`config.mk`:
```
export PLATFORM = sky130hd
export DESIGN_NAME = alu_exec_unit_flat
export DESIGN_NICKNAME = d
export VERILOG_FILES = /design/src/rtl/alu_pkg.sv /design/src/rtl/alu_exec_unit_if.sv /design/src/rtl/seq_multiplier.sv /design/src/rtl/alu_exec_unit.sv /design/src/flat_wrapper.sv
export SDC_FILE = /design/constraint.sdc
export NUM_CORES = 1
export LEC_CHECK = 0
export ABC_AREA = 1
export ABC_CLOCK_PERIOD_IN_PS = 11550
export CAP_MARGIN = 20
export CORE_ASPECT_RATIO = 1.4
export CORE_MARGIN = 4
export CORE_UTILIZATION = 55
export DETAILED_ROUTE_END_ITERATION = 10
export PLACE_DENSITY = 0.89
export SYNTH_ARGS = -nofsm -noshare
export SYNTH_HDL_FRONTEND = slang
export SYNTH_HIERARCHICAL = 1
export SYNTH_SLANG_ARGS = --single-unit
```
`constraint.sdc`:
```
create_clock -name clk -period 11.55 [get_ports clk]
set_clock_uncertainty 0.1 [all_clocks]
set_input_delay 2.31 -clock clk [delete_from_list [all_inputs] [get_ports clk]]
set_output_delay 2.31 -clock clk [all_outputs]
set_load 0.005 [all_outputs]
```
`src/rtl/alu_pkg.sv`:
```
// Shared definitions for the execute-stage ALU: control codes and FSM states.
package alu_pkg;

    localparam logic [3:0] ALU_CTRL_ADD = 4'b0000;
    localparam logic [3:0] ALU_CTRL_SUB = 4'b0001;
    localparam logic [3:0] ALU_CTRL_MUL = 4'b0010;

    typedef enum logic [0:0] {
        IDLE     = 1'b0,
        MUL_BUSY = 1'b1
    } alu_state_e;

endpackage

```
`src/rtl/alu_exec_unit_if.sv`:
```
// Request/response handshake bundle between the EX stage and the ALU.
// The overflow signal exists only when ALU_OVERFLOW_EN is defined.
interface alu_exec_unit_if #(
    parameter int WIDTH = 32
);
    logic             in_valid;
    logic             in_ready;
    logic [3:0]       alu_ctrl;
    logic [WIDTH-1:0] op_a;
    logic [WIDTH-1:0] op_b;
    logic             out_valid;
    logic             out_ready;
    logic [WIDTH-1:0] result;
    logic             zero;
`ifdef ALU_OVERFLOW_EN
    logic             overflow;

    modport master (
        output in_valid, alu_ctrl, op_a, op_b, out_ready,
        input  in_ready, out_valid, result, zero, overflow
    );

    modport slave (
        input  in_valid, alu_ctrl, op_a, op_b, out_ready,
        output in_ready, out_valid, result, zero, overflow
    );
`else
    modport master (
        output in_valid, alu_ctrl, op_a, op_b, out_ready,
        input  in_ready, out_valid, result, zero
    );

    modport slave (
        input  in_valid, alu_ctrl, op_a, op_b, out_ready,
        output in_ready, out_valid, result, zero
    );
`endif
endinterface

```
`src/rtl/seq_multiplier.sv`:
```
// Iterative shift-add multiplier: one partial product per cycle, WIDTH cycles.
// done pulses in the last busy cycle with product already showing the final sum.
module seq_multiplier #(
    parameter int WIDTH = 32
) (
    input  logic             clk,
    input  logic             reset,
    input  logic             start,
    input  logic [WIDTH-1:0] a,
    input  logic [WIDTH-1:0] b,
    output logic             done,
    output logic [WIDTH-1:0] product
);
    localparam int CW = $clog2(WIDTH + 1);

    logic [CW-1:0]    count_q;
    logic [WIDTH-1:0] mcand_q;
    logic [WIDTH-1:0] mplier_q;
    logic [WIDTH-1:0] acc_q;
    logic [WIDTH-1:0] acc_step;
    logic             busy;

    assign busy     = (count_q != '0);
    assign acc_step = mplier_q[0] ? (acc_q + mcand_q) : acc_q;
    assign done     = busy && (count_q == CW'(1));
    assign product  = acc_step;

    // NOTE: sequential state uses non-blocking assignments so every register
    // samples pre-edge values, independent of statement order.
    always_ff @(posedge clk) begin
        if (reset) begin
            count_q <= '0;
        end else if (start) begin
            count_q <= CW'(WIDTH);
        end else if (busy) begin
            count_q <= count_q - CW'(1);
        end
    end

    // NOTE: datapath registers are not reset; they are always loaded on start
    // before being read, and the counter alone gates their use.
    always_ff @(posedge clk) begin
        if (start) begin
            mcand_q  <= a;
            mplier_q <= b;
            acc_q    <= '0;
        end else if (busy) begin
            acc_q    <= acc_step;
            mcand_q  <= mcand_q << 1;
            mplier_q <= mplier_q >> 1;
        end
    end

endmodule

```
`src/rtl/alu_exec_unit.sv`:
```
// Execute-stage ALU: single-cycle ADD/SUB, iterative MUL, registered result.
// Define ALU_OVERFLOW_EN to add the signed overflow flag.
module alu_exec_unit
    import alu_pkg::*;
#(
    parameter int WIDTH = 32
) (
    input  logic            clk,
    input  logic            reset,
    alu_exec_unit_if.slave  bus
);
    alu_state_e       state_q, state_d;
    logic             accept;
    logic             mul_start;
    logic             mul_done;
    logic             load;
    logic [WIDTH-1:0] mul_product;
    logic [WIDTH-1:0] alu_res;
    logic [WIDTH-1:0] result_d;
    logic [WIDTH-1:0] result_q;
    logic             zero_q;
    logic             out_valid_q;

    assign bus.in_ready  = (state_q == IDLE) && (!out_valid_q || bus.out_ready);
    assign accept        = bus.in_valid && bus.in_ready;
    assign bus.out_valid = out_valid_q;
    assign bus.result    = result_q;
    assign bus.zero      = zero_q;

    seq_multiplier #(.WIDTH(WIDTH)) u_mul (
        .clk     (clk),
        .reset   (reset),
        .start   (mul_start),
        .a       (bus.op_a),
        .b       (bus.op_b),
        .done    (mul_done),
        .product (mul_product)
    );

    // NOTE: every combinational output gets a default first so no path
    // through the case leaves it unassigned and infers a latch.
    always_comb begin
        alu_res = '0;
        case (bus.alu_ctrl)
            ALU_CTRL_ADD: alu_res = bus.op_a + bus.op_b;
            ALU_CTRL_SUB: alu_res = bus.op_a - bus.op_b;
            default:      alu_res = '0;
        endcase
    end

    always_comb begin
        state_d   = state_q;
        mul_start = 1'b0;
        load      = 1'b0;
        result_d  = alu_res;
        case (state_q)
            IDLE: begin
                if (accept) begin
                    if (bus.alu_ctrl == ALU_CTRL_MUL) begin
                        mul_start = 1'b1;
                        state_d   = MUL_BUSY;
                    end else begin
                        load = 1'b1;
                    end
                end
            end
            MUL_BUSY: begin
                if (mul_done) begin
                    load     = 1'b1;
                    result_d = mul_product;
                    state_d  = IDLE;
                end
            end
            default: state_d = IDLE;
        endcase
    end

    always_ff @(posedge clk) begin
        if (reset) begin
            state_q <= IDLE;
        end else begin
            state_q <= state_d;
        end
    end

    // A pending result is only overwritten by a load, which the in_ready
    // gating allows solely in the cycle the consumer takes the old one.
    always_ff @(posedge clk) begin
        if (reset) begin
            out_valid_q <= 1'b0;
            result_q    <= '0;
            zero_q      <= 1'b0;
        end else if (load) begin
            out_valid_q <= 1'b1;
            result_q    <= result_d;
            zero_q      <= (result_d == '0);
        end else if (bus.out_ready) begin
            out_valid_q <= 1'b0;
        end
    end

`ifdef ALU_OVERFLOW_EN
    logic ovf_d;
    logic ovf_q;

    // Signed overflow only for ADD/SUB accepted in IDLE; MUL completions load 0.
    always_comb begin
        ovf_d = 1'b0;
        if (state_q == IDLE) begin
            case (bus.alu_ctrl)
                ALU_CTRL_ADD: ovf_d = (bus.op_a[WIDTH-1] == bus.op_b[WIDTH-1]) &&
                                      (alu_res[WIDTH-1]  != bus.op_a[WIDTH-1]);
                ALU_CTRL_SUB: ovf_d = (bus.op_a[WIDTH-1] != bus.op_b[WIDTH-1]) &&
                                      (alu_res[WIDTH-1]  != bus.op_a[WIDTH-1]);
                default:      ovf_d = 1'b0;
            endcase
        end
    end

    always_ff @(posedge clk) begin
        if (reset) begin
            ovf_q <= 1'b0;
        end else if (load) begin
            ovf_q <= ovf_d;
        end
    end

    assign bus.overflow = ovf_q;
`endif

endmodule

```
`src/flat_wrapper.sv`:
```
// flat-port wrapper written by rule: the top's interface ports become plain ports
module alu_exec_unit_flat import alu_pkg::*;
#(
    parameter int WIDTH = 32
)
  (clk, reset, bus_in_valid, bus_alu_ctrl, bus_op_a, bus_op_b, bus_out_ready, bus_in_ready, bus_out_valid, bus_result, bus_zero);
  alu_exec_unit_if #(.WIDTH(WIDTH)) bus_i ();
  input  logic clk;
  input  logic reset;
  input wire logic [$bits(bus_i.in_valid)-1:0] bus_in_valid;
  input wire logic [$bits(bus_i.alu_ctrl)-1:0] bus_alu_ctrl;
  input wire logic [$bits(bus_i.op_a)-1:0] bus_op_a;
  input wire logic [$bits(bus_i.op_b)-1:0] bus_op_b;
  input wire logic [$bits(bus_i.out_ready)-1:0] bus_out_ready;
  output wire logic [$bits(bus_i.in_ready)-1:0] bus_in_ready;
  output wire logic [$bits(bus_i.out_valid)-1:0] bus_out_valid;
  output wire logic [$bits(bus_i.result)-1:0] bus_result;
  output wire logic [$bits(bus_i.zero)-1:0] bus_zero;
  assign bus_i.in_valid = bus_in_valid;
  assign bus_i.alu_ctrl = bus_alu_ctrl;
  assign bus_i.op_a = bus_op_a;
  assign bus_i.op_b = bus_op_b;
  assign bus_i.out_ready = bus_out_ready;
  assign bus_in_ready = bus_i.in_ready;
  assign bus_out_valid = bus_i.out_valid;
  assign bus_result = bus_i.result;
  assign bus_zero = bus_i.zero;
  alu_exec_unit #(.WIDTH(WIDTH)) u_core (.clk(clk), .reset(reset), .bus(bus_i));
endmodule
```
==> report_table.html, run 1 <==
<table>
<tr><th>Metric</th><th>Value</th></tr>
<tr><th colspan="2">Status</th></tr>
<tr><td>Run status</td><td>finished, final reports clean</td></tr>
<tr><th colspan="2">Logic synthesis</th></tr>
<tr><td>Most area-hungry cell type in the Yosys netlist</td><td>nand2_1</td></tr>
<tr><td>Synth top area share</td><td>0.246</td></tr>
<tr><td>Synthesis Warnings</td><td>6</td></tr>
<tr><td>Fraction of the yosys area taken by sequential cells</td><td>0.279</td></tr>
<tr><td>Count of unique library cells instantiated by Yosys</td><td>49</td></tr>
<tr><td>Top cells by area, synth</td><td>nand2_1, edfxtp_1, dfxtp_1</td></tr>
<tr><td>Synthesized netlist net count</td><td>approximately 2100</td></tr>
<tr><td>Gate count after technology mapping</td><td>approximately 2000</td></tr>
<tr><td>Number of synthesized register bits</td><td>roughly 140</td></tr>
<tr><td>Post-Syn Area per Cell</td><td>~6.1 sq um</td></tr>
<tr><td>Netlist area before placement</td><td>between 10000 and 15000 sq um</td></tr>
<tr><th colspan="2">Detailed routing</th></tr>
<tr><td>DR vias</td><td>approximately 13000</td></tr>
<tr><td>Via-to-Cell Ratio</td><td>5.28</td></tr>
<tr><td>Pre-Repair DR Iteration Count</td><td>5</td></tr>
<tr><td>Final wirelength</td><td>36.8 mm</td></tr>
<tr><td>Number of remaining DRC errors</td><td>0</td></tr>
<tr><td>Drt first-iter violations</td><td>953</td></tr>
<tr><td>Count of antenna-violating nets left after detailed routing</td><td>0</td></tr>
<tr><td>Per-cell routed wire length</td><td>roughly 15 microns</td></tr>
<tr><th colspan="2">Clock network</th></tr>
<tr><td>TritonCTS buffer count</td><td>17</td></tr>
<tr><td>CTS Buffer Depth</td><td>2</td></tr>
<tr><td>Clock slew at reported path FFs</td><td>around 60 ps</td></tr>
<tr><td>Post-CTS Repair Setup Buffers</td><td>0</td></tr>
<tr><td>Count of cells resized by post-cts repair</td><td>0</td></tr>
<tr><td>Clock tree from TritonCTS</td><td>built</td></tr>
<tr><td>CTS sink cnt</td><td>137</td></tr>
<tr><td>Maximum level of the CTS H-tree</td><td>4</td></tr>
<tr><td>Clock latency on the worst-skew pair</td><td>430 ps</td></tr>
<tr><td>CTS Hold Bufs</td><td>0</td></tr>
<tr><td>Clock root buffer</td><td>clkbuf_16</td></tr>
<tr><th colspan="2">STA</th></tr>
<tr><td>Worst hold margin</td><td>roughly 370 ps</td></tr>
<tr><td>Number of pins exceeding their max-slew limit in the final report</td><td>0</td></tr>
<tr><td>Actual slew at the worst max-slew pin</td><td>~900 ps</td></tr>
<tr><td>Final total negative setup slack</td><td>0 ps</td></tr>
<tr><td>Hold violation count in the final report</td><td>0</td></tr>
<tr><td>Ratio of final minimum period to clock period</td><td>0.531</td></tr>
<tr><td>Highest achievable clock rate</td><td>between 150 and 200 MHz</td></tr>
<tr><td>Max-slew headroom at the worst pin</td><td>0.392</td></tr>
<tr><td>Number of failing setup endpoints in the final timing report</td><td>0</td></tr>
<tr><td>Final worst path period need</td><td>6130 ps</td></tr>
<tr><td>RSZ-0062 raised after global routing</td><td>no</td></tr>
<tr><th colspan="2">Layout</th></tr>
<tr><td>Diodes inserted</td><td>0</td></tr>
<tr><td>P&amp;R area growth vs syn</td><td>15.8%</td></tr>
<tr><td>Number of nets in the layout</td><td>about 2200</td></tr>
<tr><td>Share of layout cells above drive strength 1</td><td>0.0712</td></tr>
<tr><th colspan="2">Critical path</th></tr>
<tr><td>Critical setup path kind</td><td>in2reg</td></tr>
<tr><td>Largest incremental delay on the critical path</td><td>440 ps</td></tr>
<tr><td>Library cell contributing the largest single delay on the critical path</td><td>clkdlybuf4s50_1</td></tr>
<tr><td>Critical Path Fanout Max</td><td>5</td></tr>
<tr><td>Critical Path AT</td><td>6390 ps</td></tr>
<tr><td>Worst reg2reg setup slack</td><td>7910 ps</td></tr>
<tr><td>CP required</td><td>about 12000 ps</td></tr>
<tr><td>Kind of start point of the critical path</td><td>input pin</td></tr>
<tr><td>CP most frequent cell</td><td>nand2_1</td></tr>
<tr><td>Element type at the critical path end</td><td>flip-flop</td></tr>
<tr><th colspan="2">Power and ir drop</th></tr>
<tr><td>P per Cell Area</td><td>around 260 nW/um^2</td></tr>
<tr><td>Static Leak</td><td>7.65 nW</td></tr>
<tr><td>Worst supply voltage drop on vdd</td><td>about 0.00018 V</td></tr>
<tr><th colspan="2">Placement</th></tr>
<tr><td>Number of input and output port buffers inserted</td><td>106</td></tr>
<tr><td>Half-perimeter wire length of the detailed placement result</td><td>just under 30 mm</td></tr>
<tr><td>Final weighted congestion of routability-driven global placement</td><td>0.950</td></tr>
<tr><th colspan="2">Floorplan</th></tr>
<tr><td>Width of the die</td><td>134 microns</td></tr>
<tr><td>Area of the core</td><td>21800 sq um</td></tr>
<tr><td>Top-Level Pins</td><td>about 110</td></tr>
<tr><td>Initial core utilization</td><td>0.558</td></tr>
<tr><td>Number of cell rows</td><td>64</td></tr>
<tr><td>Total die area</td><td>about 25000 sq um</td></tr>
<tr><td>Die height</td><td>~180 microns</td></tr>
<tr><th colspan="2">GRT</th></tr>
<tr><td>Total global routing overflow</td><td>0</td></tr>
<tr><td>Initial antenna violation count</td><td>0</td></tr>
<tr><td>Global-route wire length before repair</td><td>59.2 mm</td></tr>
<tr><td>Number of global-route vias before repair</td><td>~12000</td></tr>
<tr><td>Total routing usage reported by global routing</td><td>0.301</td></tr>
<tr><td>Maximum number of pins on one net before global-route repair</td><td>72</td></tr>
<tr><th colspan="2">Flow run</th></tr>
<tr><td>MaxCap Viol Count</td><td>0</td></tr>
<tr><th colspan="2">Worst hold path</th></tr>
<tr><td>Worst min path class</td><td>reg2reg</td></tr>
</table>
-- Yosys cell counts, drive strengths merged --
master / n
nor4: 2
o21ai: 67
fa: 2
o22ai: 3
o21bai: 25
a31oi: 6
xor2: 25
or2: 15
and2: 17
nand4: 11
nand3: 120
buf: 12
o211a: 1
o31ai: 3
edfxtp: 64
o21a: 2
o41ai: 1
nor2: 142
ha: 65
nand2: 830
a21boi: 2
nor3: 21
nand3b: 13
o211ai: 10
inv: 336
xnor2: 22
clkbuf: 30
a21o: 2
a21oi: 53
dfxtp: 73
clkinv: 1
-- worst paths after layout --
check | start | to | depth (start not counted)
worst min-delay path | u_core/u_mul/acc_q[29] | u_core/u_mul/acc_q[29] | 2
worst max-delay path | bus_op_b[0] | u_core/bus.zero | 30
worst min register to register | u_core/u_mul/acc_q[29] | u_core/u_mul/acc_q[29] | 2
worst max register to register | u_core/u_mul/count_q[0] | u_core/bus.zero | 18
-- critical path, delay by kind of cell --
family / cells / cell delay [ps]
compound gates: 3 / 430
xor+xnor: 1 / 100
fa+ha+maj: 2 / 530
buf+inv: 5 / 830
simple gates: 19 / 2210
-- sequential cells by signal, indices dropped and copies added, names as in the netlist --
name,cells
u_core/u_mul/count_q,6
u_core/bus.zero,1
u_core/u_mul/acc_q,32
u_core/bus.result,32
u_core/u_mul/mcand_q,32
u_core/u_mul/mplier_q,32
u_core/bus.out_valid,1
u_core/state_q,1
-- cell usage in the layout (no fill, tap or decap), drive strengths merged, types with 3 or more instances in the layout --
master | Yosys | layout
a21oi | 53 | 53
a31oi | 6 | 6
and2 | 17 | 17
buf | 12 | 8
bufinv | 0 | 3
clkbuf | 30 | 17
clkdlybuf4s50 | 0 | 106
clkinv | 1 | 6
dfxtp | 73 | 73
edfxtp | 64 | 64
ha | 65 | 65
inv | 336 | 343
nand2 | 830 | 830
nand3 | 120 | 120
nand3b | 13 | 13
nand4 | 11 | 11
nor2 | 142 | 142
nor3 | 21 | 21
o211ai | 10 | 10
o21ai | 67 | 67
o21bai | 25 | 25
o22ai | 3 | 3
o31ai | 3 | 3
or2 | 15 | 15
xnor2 | 22 | 22
xor2 | 25 | 25
-- per-layer routing --
metal  global-route usage  wire length (microns)  up-vias
met5                    0                      0        -
met4                0.177                   2170        0
met3               0.0353                   1910      120
met2                0.529                  18200      431
met1                0.354                  14500     5696
li1                     -                      -     6307
-- per-stage QoR --
stage	area [sq um]	util	power [W]	std cells	setup WS [ps]
floorplan	12100	-	0.00249	1976	6250
global placement	13400	0.617	0.00294	2345	5160
detailed placement	13400	0.617	0.00302	2345	5070
CTS	14100	0.645	0.00364	2377	5490
global route	14100	0.645	0.00398	2377	5010
finish	14100	0.645	0.00366	2377	5420
-- layout make-up --
| class | instances | area (sq um) |
|---|---|---|
| Tap cell | 297 | 372 |
| Sequential cell | 137 | 3380 |
| Timing Repair Buffer | 114 | 1120 |
| Inverter | 337 | 1260 |
| Fill cell | 1988 | 7720 |
| Clock buffer | 17 | 425 |
| Clock inverter | 15 | 188 |
| Multi-Input combinational cell | 1460 | 7300 |
-- where the power goes --
group	leakage, nW	total [W]	internal [W]	switching (W)
logic	6.08	0.00216	0.000737	0.00142
registers	1.27	0.000917	0.000796	0.000121
clock network	0.305	0.000577	0.000344	0.000232
total	7.65	0.00366	0.00188	0.00178
-- cell families (layout without fill, tap and decap cells) --
kind of cell / after synthesis / count (layout) / synth area share
fa+ha+maj: 67 / 67 / 0.0703
flops: 137 / 137 / 0.279
simple gates: 1171 / 1171 / 0.412
buf+inv: 379 / 483 / 0.121
compound gates: 175 / 175 / 0.0847
xor+xnor: 47 / 47 / 0.0339
No activity file was read; power rests on OpenSTA's default activity.
==> run 2: changes to the inputs <==
ABC_CLOCK_PERIOD_IN_PS = 5800   (was 11550)
clock period = 5.8 ns   (was 11.55 ns; I/O delays follow)
==> run 2 against run 1 <==
  * Critical endpoint unchanged
  * Sequential power is 98% higher
  * First-iteration DRC count is 0.42% lower
  * Power up 96%
==> report_table.html, run 2 (synthesized netlist as in run 1, its figures left out) <==
<table>
<tr><th>Metric</th><th>Value</th></tr>
<tr><th colspan="2">Placement</th></tr>
<tr><td>Number of input and output port buffers inserted</td><td>106 (unchanged)</td></tr>
<tr><td>Half-perimeter wire length of the detailed placement result</td><td>29.5 mm (was 29.2 mm)</td></tr>
<tr><td>Final weighted congestion of routability-driven global placement</td><td>0.999 (was 0.950)</td></tr>
<tr><th colspan="2">Floorplan</th></tr>
<tr><td>Top-Level Pins</td><td>107 (unchanged)</td></tr>
<tr><td>Width of the die</td><td>134 microns (unchanged)</td></tr>
<tr><td>Die height</td><td>184 microns (unchanged)</td></tr>
<tr><td>Area of the core</td><td>21800 sq um (unchanged)</td></tr>
<tr><td>Initial core utilization</td><td>0.558 (unchanged)</td></tr>
<tr><td>Total die area</td><td>24600 sq um (unchanged)</td></tr>
<tr><td>Number of cell rows</td><td>64 (unchanged)</td></tr>
<tr><th colspan="2">Detailed routing</th></tr>
<tr><td>Via-to-Cell Ratio</td><td>5.36 (was 5.28)</td></tr>
<tr><td>Number of remaining DRC errors</td><td>0 (unchanged)</td></tr>
<tr><td>DR vias</td><td>12753 (was 12554)</td></tr>
<tr><td>Pre-Repair DR Iteration Count</td><td>8 (was 5)</td></tr>
<tr><td>Drt first-iter violations</td><td>949 (was 953)</td></tr>
<tr><td>Count of antenna-violating nets left after detailed routing</td><td>0 (unchanged)</td></tr>
<tr><td>Final wirelength</td><td>36.8 mm (about the same)</td></tr>
<tr><td>Per-cell routed wire length</td><td>15.5 microns (about the same)</td></tr>
<tr><th colspan="2">GRT</th></tr>
<tr><td>Initial antenna violation count</td><td>0 (unchanged)</td></tr>
<tr><td>Fraction of met1 tracks used by global routing</td><td>0.341 (was 0.354)</td></tr>
<tr><td>Most crowded layer after global routing</td><td>met2 (unchanged)</td></tr>
<tr><td>Maximum number of pins on one net before global-route repair</td><td>50 (was 72)</td></tr>
<tr><td>Total routing usage reported by global routing</td><td>0.298 (was 0.301)</td></tr>
<tr><td>Met3 Resource Use GR</td><td>0.0370 (was 0.0353)</td></tr>
<tr><td>Global-route wire length before repair</td><td>58.6 mm (was 59.2 mm)</td></tr>
<tr><td>Total global routing overflow</td><td>0 (unchanged)</td></tr>
<tr><td>Fraction of met2 tracks used by global routing</td><td>0.536 (was 0.529)</td></tr>
<tr><td>Number of global-route vias before repair</td><td>12208 (was 12028)</td></tr>
<tr><th colspan="2">Critical path</th></tr>
<tr><td>Critical Path AT</td><td>5290 ps (was 6390 ps)</td></tr>
<tr><td>Largest delay share family, worst path</td><td>simple AND/OR/NAND/NOR gates (unchanged)</td></tr>
<tr><td>Largest incremental delay on the critical path</td><td>450 ps (was 440 ps)</td></tr>
<tr><td>Depth of the most critical reg-to-reg path</td><td>18 (unchanged)</td></tr>
<tr><td>Kind of start point of the critical path</td><td>input pin (unchanged)</td></tr>
<tr><td>Combined buffer and inverter count along the critical path</td><td>6 (was 5)</td></tr>
<tr><td>Critical Path Fanout Max</td><td>5 (unchanged)</td></tr>
<tr><td>Levels on crit path</td><td>28 (was 30)</td></tr>
<tr><td>CP required</td><td>6070 ps (was 11820 ps)</td></tr>
<tr><td>Element type at the critical path end</td><td>flip-flop (unchanged)</td></tr>
<tr><td>Critical setup path kind</td><td>in2reg (unchanged)</td></tr>
<tr><td>CP most frequent cell</td><td>nand2_1 (unchanged)</td></tr>
<tr><td>Library cell contributing the largest single delay on the critical path</td><td>clkdlybuf4s50_1 (unchanged)</td></tr>
<tr><th colspan="2">Clock network</th></tr>
<tr><td>Maximum level of the CTS H-tree</td><td>4 (unchanged)</td></tr>
<tr><td>Clock tree from TritonCTS</td><td>built (unchanged)</td></tr>
<tr><td>CTS sink cnt</td><td>137 (unchanged)</td></tr>
<tr><td>Clock latency on the worst-skew pair</td><td>440 ps (was 430 ps)</td></tr>
<tr><td>Post-CTS Repair Setup Buffers</td><td>0 (unchanged)</td></tr>
<tr><td>CTS Hold Bufs</td><td>0 (unchanged)</td></tr>
<tr><td>TritonCTS buffer count</td><td>17 (unchanged)</td></tr>
<tr><td>Count of cells resized by post-cts repair</td><td>0 (unchanged)</td></tr>
<tr><td>Clock root buffer</td><td>clkbuf_16 (unchanged)</td></tr>
<tr><td>Clock slew at reported path FFs</td><td>60 ps (about the same)</td></tr>
<tr><td>CTS Buffer Depth</td><td>2 (unchanged)</td></tr>
<tr><th colspan="2">Power and ir drop</th></tr>
<tr><td>Static Leak</td><td>7.64 nW (was 7.65 nW)</td></tr>
<tr><td>Worst supply voltage drop on vdd</td><td>0.000265 V (was 0.000180 V)</td></tr>
<tr><td>P per Cell Area</td><td>511 nW/um^2 (was 260 nW/um^2)</td></tr>
<tr><th colspan="2">Worst hold path</th></tr>
<tr><td>WHS Path Cells</td><td>2 (unchanged)</td></tr>
<tr><td>Worst min path class</td><td>reg2reg (unchanged)</td></tr>
<tr><th colspan="2">Layout</th></tr>
<tr><td>Flip-flop and latch area</td><td>3380 sq um (unchanged)</td></tr>
<tr><td>Share of layout cells above drive strength 1</td><td>0.0711 (was 0.0712)</td></tr>
<tr><td>Commonest non-fill, non-tap cells in the layout</td><td>nand2_1, inv_1, nor2_1 (unchanged)</td></tr>
<tr><td>Diodes inserted</td><td>0 (unchanged)</td></tr>
<tr><td>Most common cell after layout, fill and taps aside</td><td>nand2_1 (unchanged)</td></tr>
<tr><td># fillers</td><td>2004 (was 1988)</td></tr>
<tr><td>P&amp;R area growth vs syn</td><td>15.7% (was 15.8%)</td></tr>
<tr><td>Number of nets in the layout</td><td>2208 (was 2206)</td></tr>
<tr><td>Multi-input combinational cell area</td><td>7300 sq um (unchanged)</td></tr>
<tr><th colspan="2">STA</th></tr>
<tr><td>RSZ-0062 raised after global routing</td><td>no (unchanged)</td></tr>
<tr><td>Actual slew at the worst max-slew pin</td><td>984 ps (was 911 ps)</td></tr>
<tr><td>Highest achievable clock rate</td><td>~200 MHz</td></tr>
<tr><td>Final worst path period need</td><td>around 5000 ps</td></tr>
<tr><td>Hold violation count in the final report</td><td>0 (unchanged)</td></tr>
<tr><td>Final total negative setup slack</td><td>0 ps (unchanged)</td></tr>
<tr><td>Max-slew headroom at the worst pin</td><td>0.344 (was 0.392)</td></tr>
<tr><td>Worst hold margin</td><td>369 ps (was 374 ps)</td></tr>
<tr><td>Number of pins exceeding their max-slew limit in the final report</td><td>0 (unchanged)</td></tr>
<tr><td>Ratio of final minimum period to clock period</td><td>0.865</td></tr>
<tr><td>Number of failing setup endpoints in the final timing report</td><td>0 (unchanged)</td></tr>
<tr><th colspan="2">Status</th></tr>
<tr><td>Run status</td><td>finished, final reports clean (unchanged)</td></tr>
<tr><th colspan="2">Flow run</th></tr>
<tr><td>MaxCap Viol Count</td><td>0 (unchanged)</td></tr>
</table>
## run 2: final cells by class
type	instances	area share
Sequential cell	137	0.241
Timing Repair Buffer	116	0.0809
Clock buffer	20	0.0341
Inverter	337	0.0900
Tap cell	297	0.0264
Multi-Input combinational cell	1460	0.520
Clock inverter	12	0.00793
## run 2: layer usage
metal	share of wire	up-vias
met3	0.054	133
met5	0	-
met4	0.057	0
met2	0.50	480
li1	-	6327
met1	0.39	5813
## run 2: path summary, 6_finish.rpt
check	from	endpoint	slack (ps)
min	u_core/u_mul/acc_q[28]	u_core/u_mul/acc_q[28]	370
max reg2reg	u_core/u_mul/count_q[0]	u_core/bus.zero	2150
min reg2reg	u_core/u_mul/acc_q[28]	u_core/u_mul/acc_q[28]	370
max	bus_op_b[0]	u_core/bus.zero	780
## run 2: worst reg2reg max path, cell delays in order, from the launching register on
cell	delay (ps)
dfxtp_1	370
inv_1	90
ha_1	240
nor3_1	310
nand2_2	230
inv_2	480
nor2_2	270
buf_4	250
a21oi_1	190
nand3_1	90
nor2_1	120
nand3_1	140
nor2_2	110
nand2_1	100
nor2_2	100
nand3_1	70
nor2_1	130
nand3_1	100
a21oi_2	110
## run 2: per-stage QoR
step | util | instance area [sq um] | cells | total power, W | worst slack (ps)
floorplan | - | 12100 | 1976 | 0.00496 | 1650
global placement | 0.618 | 13500 | 2347 | 0.00586 | 516
detailed placement | 0.618 | 13500 | 2347 | 0.00600 | 432
CTS | 0.645 | 14000 | 2379 | 0.00713 | 854
global route | 0.645 | 14000 | 2379 | 0.00782 | 396
finish | 0.645 | 14000 | 2379 | 0.00718 | 783
## run 2: power by group
group          internal (W)  leakage (nW)  switching, W
clock              0.000643         0.285      0.000449
combinational       0.00146          6.09       0.00280
sequential          0.00158          1.27      0.000234
total               0.00369          7.64       0.00348
